--- config.mk ---
export PLATFORM = sky130hd
export DESIGN_NAME = mem_port_arbiter
export DESIGN_NICKNAME = d
export VERILOG_FILES = /design/src/rtl/mem_port_arbiter.sv
export SDC_FILE = /design/constraint.sdc
export NUM_CORES = 1
export LEC_CHECK = 0
export ABC_AREA = 0
export BUFFER_PORTS_ARGS = -buffer_cell sky130_fd_sc_hd__buf_2
export CAP_MARGIN = 40
export CELL_PAD_IN_SITES_DETAIL_PLACEMENT = 1
export CELL_PAD_IN_SITES_GLOBAL_PLACEMENT = 2
export CORE_ASPECT_RATIO = 1.25
export CORE_UTILIZATION = 20
export CTS_CLUSTER_SIZE = 28
export DETAILED_ROUTE_END_ITERATION = 8
export HOLD_SLACK_MARGIN = 0.12
export PLACE_DENSITY = 0.74
export SYNTH_ARGS = -nofsm -noshare
export SYNTH_HDL_FRONTEND = slang
export SYNTH_SLANG_ARGS = --single-unit
--- constraint.sdc ---
create_clock -name clk -period 1.45 [get_ports clk]
set_input_delay 0.0725 -clock clk [delete_from_list [all_inputs] [get_ports clk]]
set_output_delay 0.0725 -clock clk [all_outputs]
set_load 0.05 [all_outputs]
--- src/rtl/mem_port_arbiter.sv ---
// Two-port round-robin arbiter in front of a single-port synchronous RAM.
// Port 0 is instruction fetch, port 1 is load/store; one access in flight at a time.
module mem_port_arbiter #(
   parameter int AW = 8,
   parameter int DW = 16
) (
   input  logic          clk,
   input  logic          rst_n,
   input  logic          req0,
   input  logic          we0,
   input  logic [AW-1:0] addr0,
   input  logic [DW-1:0] wdata0,
   output logic          gnt0,
   output logic          rvalid0,
   output logic [DW-1:0] rdata0,
   input  logic          req1,
   input  logic          we1,
   input  logic [AW-1:0] addr1,
   input  logic [DW-1:0] wdata1,
   output logic          gnt1,
   output logic          rvalid1,
   output logic [DW-1:0] rdata1,
   output logic [AW-1:0] ram_addr,
   output logic          ram_we,
   output logic [DW-1:0] ram_wdata,
   input  logic [DW-1:0] ram_rdata
);

   typedef enum logic [1:0] {IDLE, ISSUE, WAIT} state_t;

   state_t state, state_nxt;
   logic   winner;   // port owning the current transaction
   logic   last;     // port granted most recently
   logic   any_req;
   logic   sel;

   // On a tie the port not granted last wins.
   always_comb begin
      any_req = req0 | req1;
      if (req0 && req1) sel = ~last;
      else              sel = req1;
   end

   always_ff @(posedge clk) begin
      if (!rst_n) state <= IDLE;
      else        state <= state_nxt;
   end

   always_comb begin
      state_nxt = state;
      gnt0      = 1'b0;
      gnt1      = 1'b0;
      rvalid0   = 1'b0;
      rvalid1   = 1'b0;
      case (state)
         IDLE:  if (any_req) state_nxt = ISSUE;
         ISSUE: begin
            gnt0      = ~winner;
            gnt1      = winner;
            state_nxt = ram_we ? IDLE : WAIT;
         end
         WAIT: begin
            rvalid0   = ~winner;
            rvalid1   = winner;
            state_nxt = IDLE;
         end
         default: state_nxt = IDLE;
      endcase
   end

   // ram_we is a one-cycle pulse: set when latching a write, cleared on every other edge.
   always_ff @(posedge clk) begin
      if (!rst_n) begin
         ram_addr  <= '0;
         ram_wdata <= '0;
         ram_we    <= 1'b0;
         winner    <= 1'b0;
         last      <= 1'b1;
      end else begin
         ram_we <= 1'b0;
         if (state == IDLE && any_req) begin
            winner    <= sel;
            ram_addr  <= sel ? addr1  : addr0;
            ram_wdata <= sel ? wdata1 : wdata0;
            ram_we    <= sel ? we1    : we0;
         end
         if (state == ISSUE) last <= winner;
      end
   end

   assign rdata0 = ram_rdata;
   assign rdata1 = ram_rdata;

endmodule

Word-level counts from Yosys, hierarchy flattened
Index checks and enable logic that the tools add are counted.

Flip-flop bits (word level): 29. Input bits: 70. Output and inout bits: 61. Logic and storage cells: 27.

Eq/ne operators: 3. Muxes and demuxes: 11. Bitwise gates (word level): 3. Reduce and logical (&&, ||, !) cells: 4.

Operators with widths (number): 16-bit 2-to-1 mux (1); 8-bit 2-to-1 mux (1); 1-bit 2-to-1 mux (6); 2-bit 2-to-1 mux (2); 2-bit case mux with 2 select lines (1); 2-bit by 1-bit == test with 1-bit output, second input constant (1); 2-bit == test, second input constant (1); 1-bit logical AND (2); 2-bit logical NOT (1); 2-bit inequality test, second input constant (1); 1-bit NOT (2); 2-bit AND reduction (1); 1-bit bitwise OR (1).

Longest topological paths before layout
Depth in word-level cells: 3. Depth in mapped cells: 6.

Least setup slack after synthesis
No wires, ideal clock.

Path type: register to output. Start: reg winner. End: out rvalid1. Arrival time: 1.552 ns. Required time: 1.378 ns. Slack: -0.174 ns. Stages on the path, launching flop included: 3. Buffers on the path: 0. Cells stage by stage: dfxtp_1 inv_1 nor3b_1.

Longest elaborated chain between the ends: 1.

Ends and longest elaborated chain: start: declaration (line 32) `logic winner;`; start signal: assignment (line 82) `winner <= sel;`; 1-bit 2-to-1 mux (line 55) `case (state)`; end: declaration (line 21) `output logic rvalid1,`.

Every way passes these cells.

Worst setup path in the final report
Start: in rst_n. End: reg ram_addr[1].

RTL lines: start: declaration (line 8) `input logic rst_n,`; end signal: assignment (line 83) `ram_addr <= sel ? addr1 : addr0;`; end: declaration (line 23) `output logic [AW-1:0] ram_addr,`.

No word-level cell between the ends.

==> run summary <==
The tools report the sequential-to-total area share from yosys stat as 0.337. For this design, the slowest cell found on the critical path is sky130_fd_sc_hd__dlygate4sd3_1. The mean instance size in the synthesized netlist came out at 8.93 µm². The flip-flop and latch count after synthesis works out to 29. The library cell used most frequently in the layout, excluding fill and tap cells, is sky130_fd_sc_hd__buf_2.

For this run, the post-layout net count is 361. Synthesis produced a netlist whose cell count is 193. The setup TNS after final layout was 0 ps; the distinct cell type count after synthesis was 26. The share of the clock period used by the worst path after layout was 0.928.

The internal power component was 1630 µW. The design draws 2620 µW. OpenSTA, run right after detailed placement, puts the worst setup slack at 130 ps.

The area share of the largest cell type after synthesis is 0.337, and the maximum number of pins on one net before global-route repair is 27. The run gives 6 as the number of search-and-repair iterations in the first detailed-routing pass. The initialized floorplan defines 37 standard-cell rows. The final hold violation count came out at 0. Setup violations remaining at the end of the flow were counted as 0. The floorplan step set the die width to 85.0 µm.

The logs give 582 µm² for the register cell area after layout and 0.208 for the initial core utilization. The combined area of all synthesized cells is 1720 µm². The worst setup path is captured at a register. The tools report the part of the power in combinational logic as 0.380. Setup repair after global routing left no endpoint under its margin. The met3 track demand over resource came out at 0.0321. For the pin with the worst max-slew slack, the measured transition is 431 ps. The clock sink count came out at 29.

In this run the cell area measured after placement is 2000 µm². Summing all multi-input logic gate instances after layout gives 792 µm². Part of the power in the clock network: 0.260. The number of nets in the synthesized netlist is 263. The via-per-instance ratio was 4.37. After routing the design area is 2560 µm². The worst clock skew came out at 5.12 ps. Static power due to leakage: 0.00113 µW. TritonCTS built the clock tree.

Number of global-route vias before repair: 1863. Traced cell by cell, the critical path runs through dlygate4sd3_1 -> buf_2 -> clkinv_1 -> buf_4 -> a311oi_4. The share of post-route cells with drive strength above 1 came out at 0.426. The number of warnings printed during yosys synthesis was 0; the power density relative to cell area was 1020 nW/µm². The tools report the number of nets with antenna violations after routing as 0. For the final worst slack, the log shows 104 ps.

Leaving out fill and tap cells, the most frequent cells in the layout are 81 x sky130_fd_sc_hd__buf_2, 50 x sky130_fd_sc_hd__nand2_1, 47 x sky130_fd_sc_hd__dlygate4sd3_1, 28 x sky130_fd_sc_hd__dfxtp_1, 25 x sky130_fd_sc_hd__a21oi_1. After detailed routing, the number of remaining DRC violations is 0. Relative to the synthesized area, the layout overhead comes to 48.9%. The global-route usage over all layers was 0.122; the weighted congestion reported at the end of routability-driven placement was 0.725. For the arrival time reported for the critical path endpoint, the log shows 1530 ps. The max-slew violation total from the final report is 0. The worst hold path belongs to the class input port to register. On the worst path, the slowest cell contributes a delay of 530 ps.

The cell accounting for the most synthesized area is sky130_fd_sc_hd__dfxtp_1. Share of total power consumed by net switching: 0.377. The tools report the post-route core utilization as 0.310.

The run gives 8290 µm² as the total core area. The detailed router finished its first iteration with 43 violations. The logs give 2 for the deepest level of the CTS H-tree and 8990 µm² for the floorplan die area. After detailed routing, the total wire length is 5.26 mm.

The global routing usage on met1 is 0.127, and the number of buffers inserted by port buffering is 82. For the initial antenna violation count, the log shows 0. Data on the critical path is required at its endpoint by 1630 ps. The repair_antennas step left the layout with diodes totalling 0. The flow ran to the end, and the final reports show no timing, DRC or antenna violations. Dividing the detail-routed wire length by the instance count gives 13.6 µm. The root buffer cell chosen for the clock tree is sky130_fd_sc_hd__clkbuf_8. During I/O placement, the number of pins put on the boundary was 131.

The maximum root-to-sink buffer count was 2; the die boundary height was 106 µm. Across the VDD grid, the largest voltage drop is 0.000414 V. Counting the fill cells in the layout gives 979. The maximum clock rate is 0.743 GHz.

The category of the worst setup path launch point is an input port. By area the synthesized netlist is led by sky130_fd_sc_hd__dfxtp_1 34%, sky130_fd_sc_hd__a311oi_2 16%, sky130_fd_sc_hd__buf_4 14%, sky130_fd_sc_hd__nand2_1 11%, sky130_fd_sc_hd__a21oi_1 7.3%. The tools report the sequential share of power as 0.359.

For this design the total switching power over the nets is 990 µW. The number of buffers added by the clock tree synthesis step is 5. The tools report the headroom to the max-slew limit as 0.713.

By startpoint and endpoint, the worst setup path is classified as input port to register. The max-cap check violation count was 0. For this block, the via count after detailed routing is 1696. The clock-pin slew on the worst setup and hold paths came out at 70 ps. The global routing stage identified its most utilized layer as met2.

After layout, the minimum clock period comes to 1350 ps. The wire-length estimate of the detail-placed layout is 3.66 mm. The first global-routing pass estimated 8.71 mm of wire. The remaining global-route overflow was 0. The run gives 280 ps as the clock latency reported for the late side of the worst-skew pair. The met2 track demand over resource in global routing was 0.233; the maximum fanout encountered on the critical timing path was 11.
cell type report:
type | count | share of cell area
well taps | 97 | 0.0473
clock buffers | 7 | 0.0337
repair buffers | 138 | 0.380
multi-input cells | 115 | 0.309
inverters | 2 | 0.00293
flip-flops and latches | 29 | 0.227
logic make-up after synthesis:
kind of cell,synth area share
and+or+nand+nor,0.147
buffers and inverters,0.209
DFF,0.337
AOI/OAI and AO/OA,0.306
cells in the mapped netlist:
cell type,n
sky130_fd_sc_hd__inv_1,1
sky130_fd_sc_hd__a21oi_1,25
sky130_fd_sc_hd__nor2_2,1
sky130_fd_sc_hd__a21bo_2,1
sky130_fd_sc_hd__buf_2,7
sky130_fd_sc_hd__nor2_1,2
sky130_fd_sc_hd__a21boi_2,1
sky130_fd_sc_hd__a21boi_0,1
sky130_fd_sc_hd__clkinv_1,1
sky130_fd_sc_hd__nor3_1,2
sky130_fd_sc_hd__and2_4,1
sky130_fd_sc_hd__buf_4,32
sky130_fd_sc_hd__nand2b_1,1
sky130_fd_sc_hd__a311oi_4,2
sky130_fd_sc_hd__buf_6,2
sky130_fd_sc_hd__a211o_1,1
sky130_fd_sc_hd__nand2_1,50
sky130_fd_sc_hd__or2_0,1
sky130_fd_sc_hd__buf_12,2
sky130_fd_sc_hd__nor3b_1,2
sky130_fd_sc_hd__and3_1,1
sky130_fd_sc_hd__dfxtp_1,29
sky130_fd_sc_hd__clkbuf_1,4
sky130_fd_sc_hd__a311oi_2,18
sky130_fd_sc_hd__o21a_1,1
sky130_fd_sc_hd__a311oi_1,4
critical path: cells and delay by family:
family / cells / cell delay (ps)
compound gates: 1 / 210
buf+inv: 4 / 1240
power by group through the flow:
stage	clock network [µW]	registers, µW	logic (µW)
after floorplan	0	1240	634
after global placement	0	960	896
after detailed placement	0	962	907
after CTS	703	946	1000
after global routing	754	957	1070
final	683	943	998
stage by stage:
step           cells  hold slack, ps
2_1_floorplan    193             190
3_3_place_gp     334             146
3_5_place_dp     334             146
4_1_cts          388             121
5_1_grt          388             123
6_report         388             123
registers in the layout (all words and copies together), names as in the netlist:
signal     cells
ram_we         1
ram_wdata     16
winner         1
ram_addr       8
last           1
state          2
final timing paths:
| check | startpoint | end | slack [ps] | depth (start not counted) |
|---|---|---|---|---|
| worst max-delay path | rst_n | ram_addr[1]$_SDFFE_PN0P_ | 100 | 5 |
| worst min-delay path | wdata0[6] | ram_wdata[6]$_SDFFE_PN0P_ | 120 | 3 |
| worst max register to register | state[1]$_SDFFE_PN0P_ | ram_addr[7]$_SDFFE_PN0P_ | 130 | 3 |
| worst min register to register | ram_we$_SDFF_PN0_ | state[1]$_SDFFE_PN0P_ | 430 | 1 |
per-layer routing:
metal	vias to the layer above	share of wire
met1	784	0.40
met3	13	0.058
met5	-	0
li1	837	-
met2	62	0.52
met4	0	0.015
what timing repair did:
action,in CTS,in global routing
hold endpoints to repair,25,0
buffers inserted,0,0
setup endpoints to repair,0,1
hold buffers,47,0
resized for setup,0,2
No activity file was read; power rests on OpenSTA's default activity.
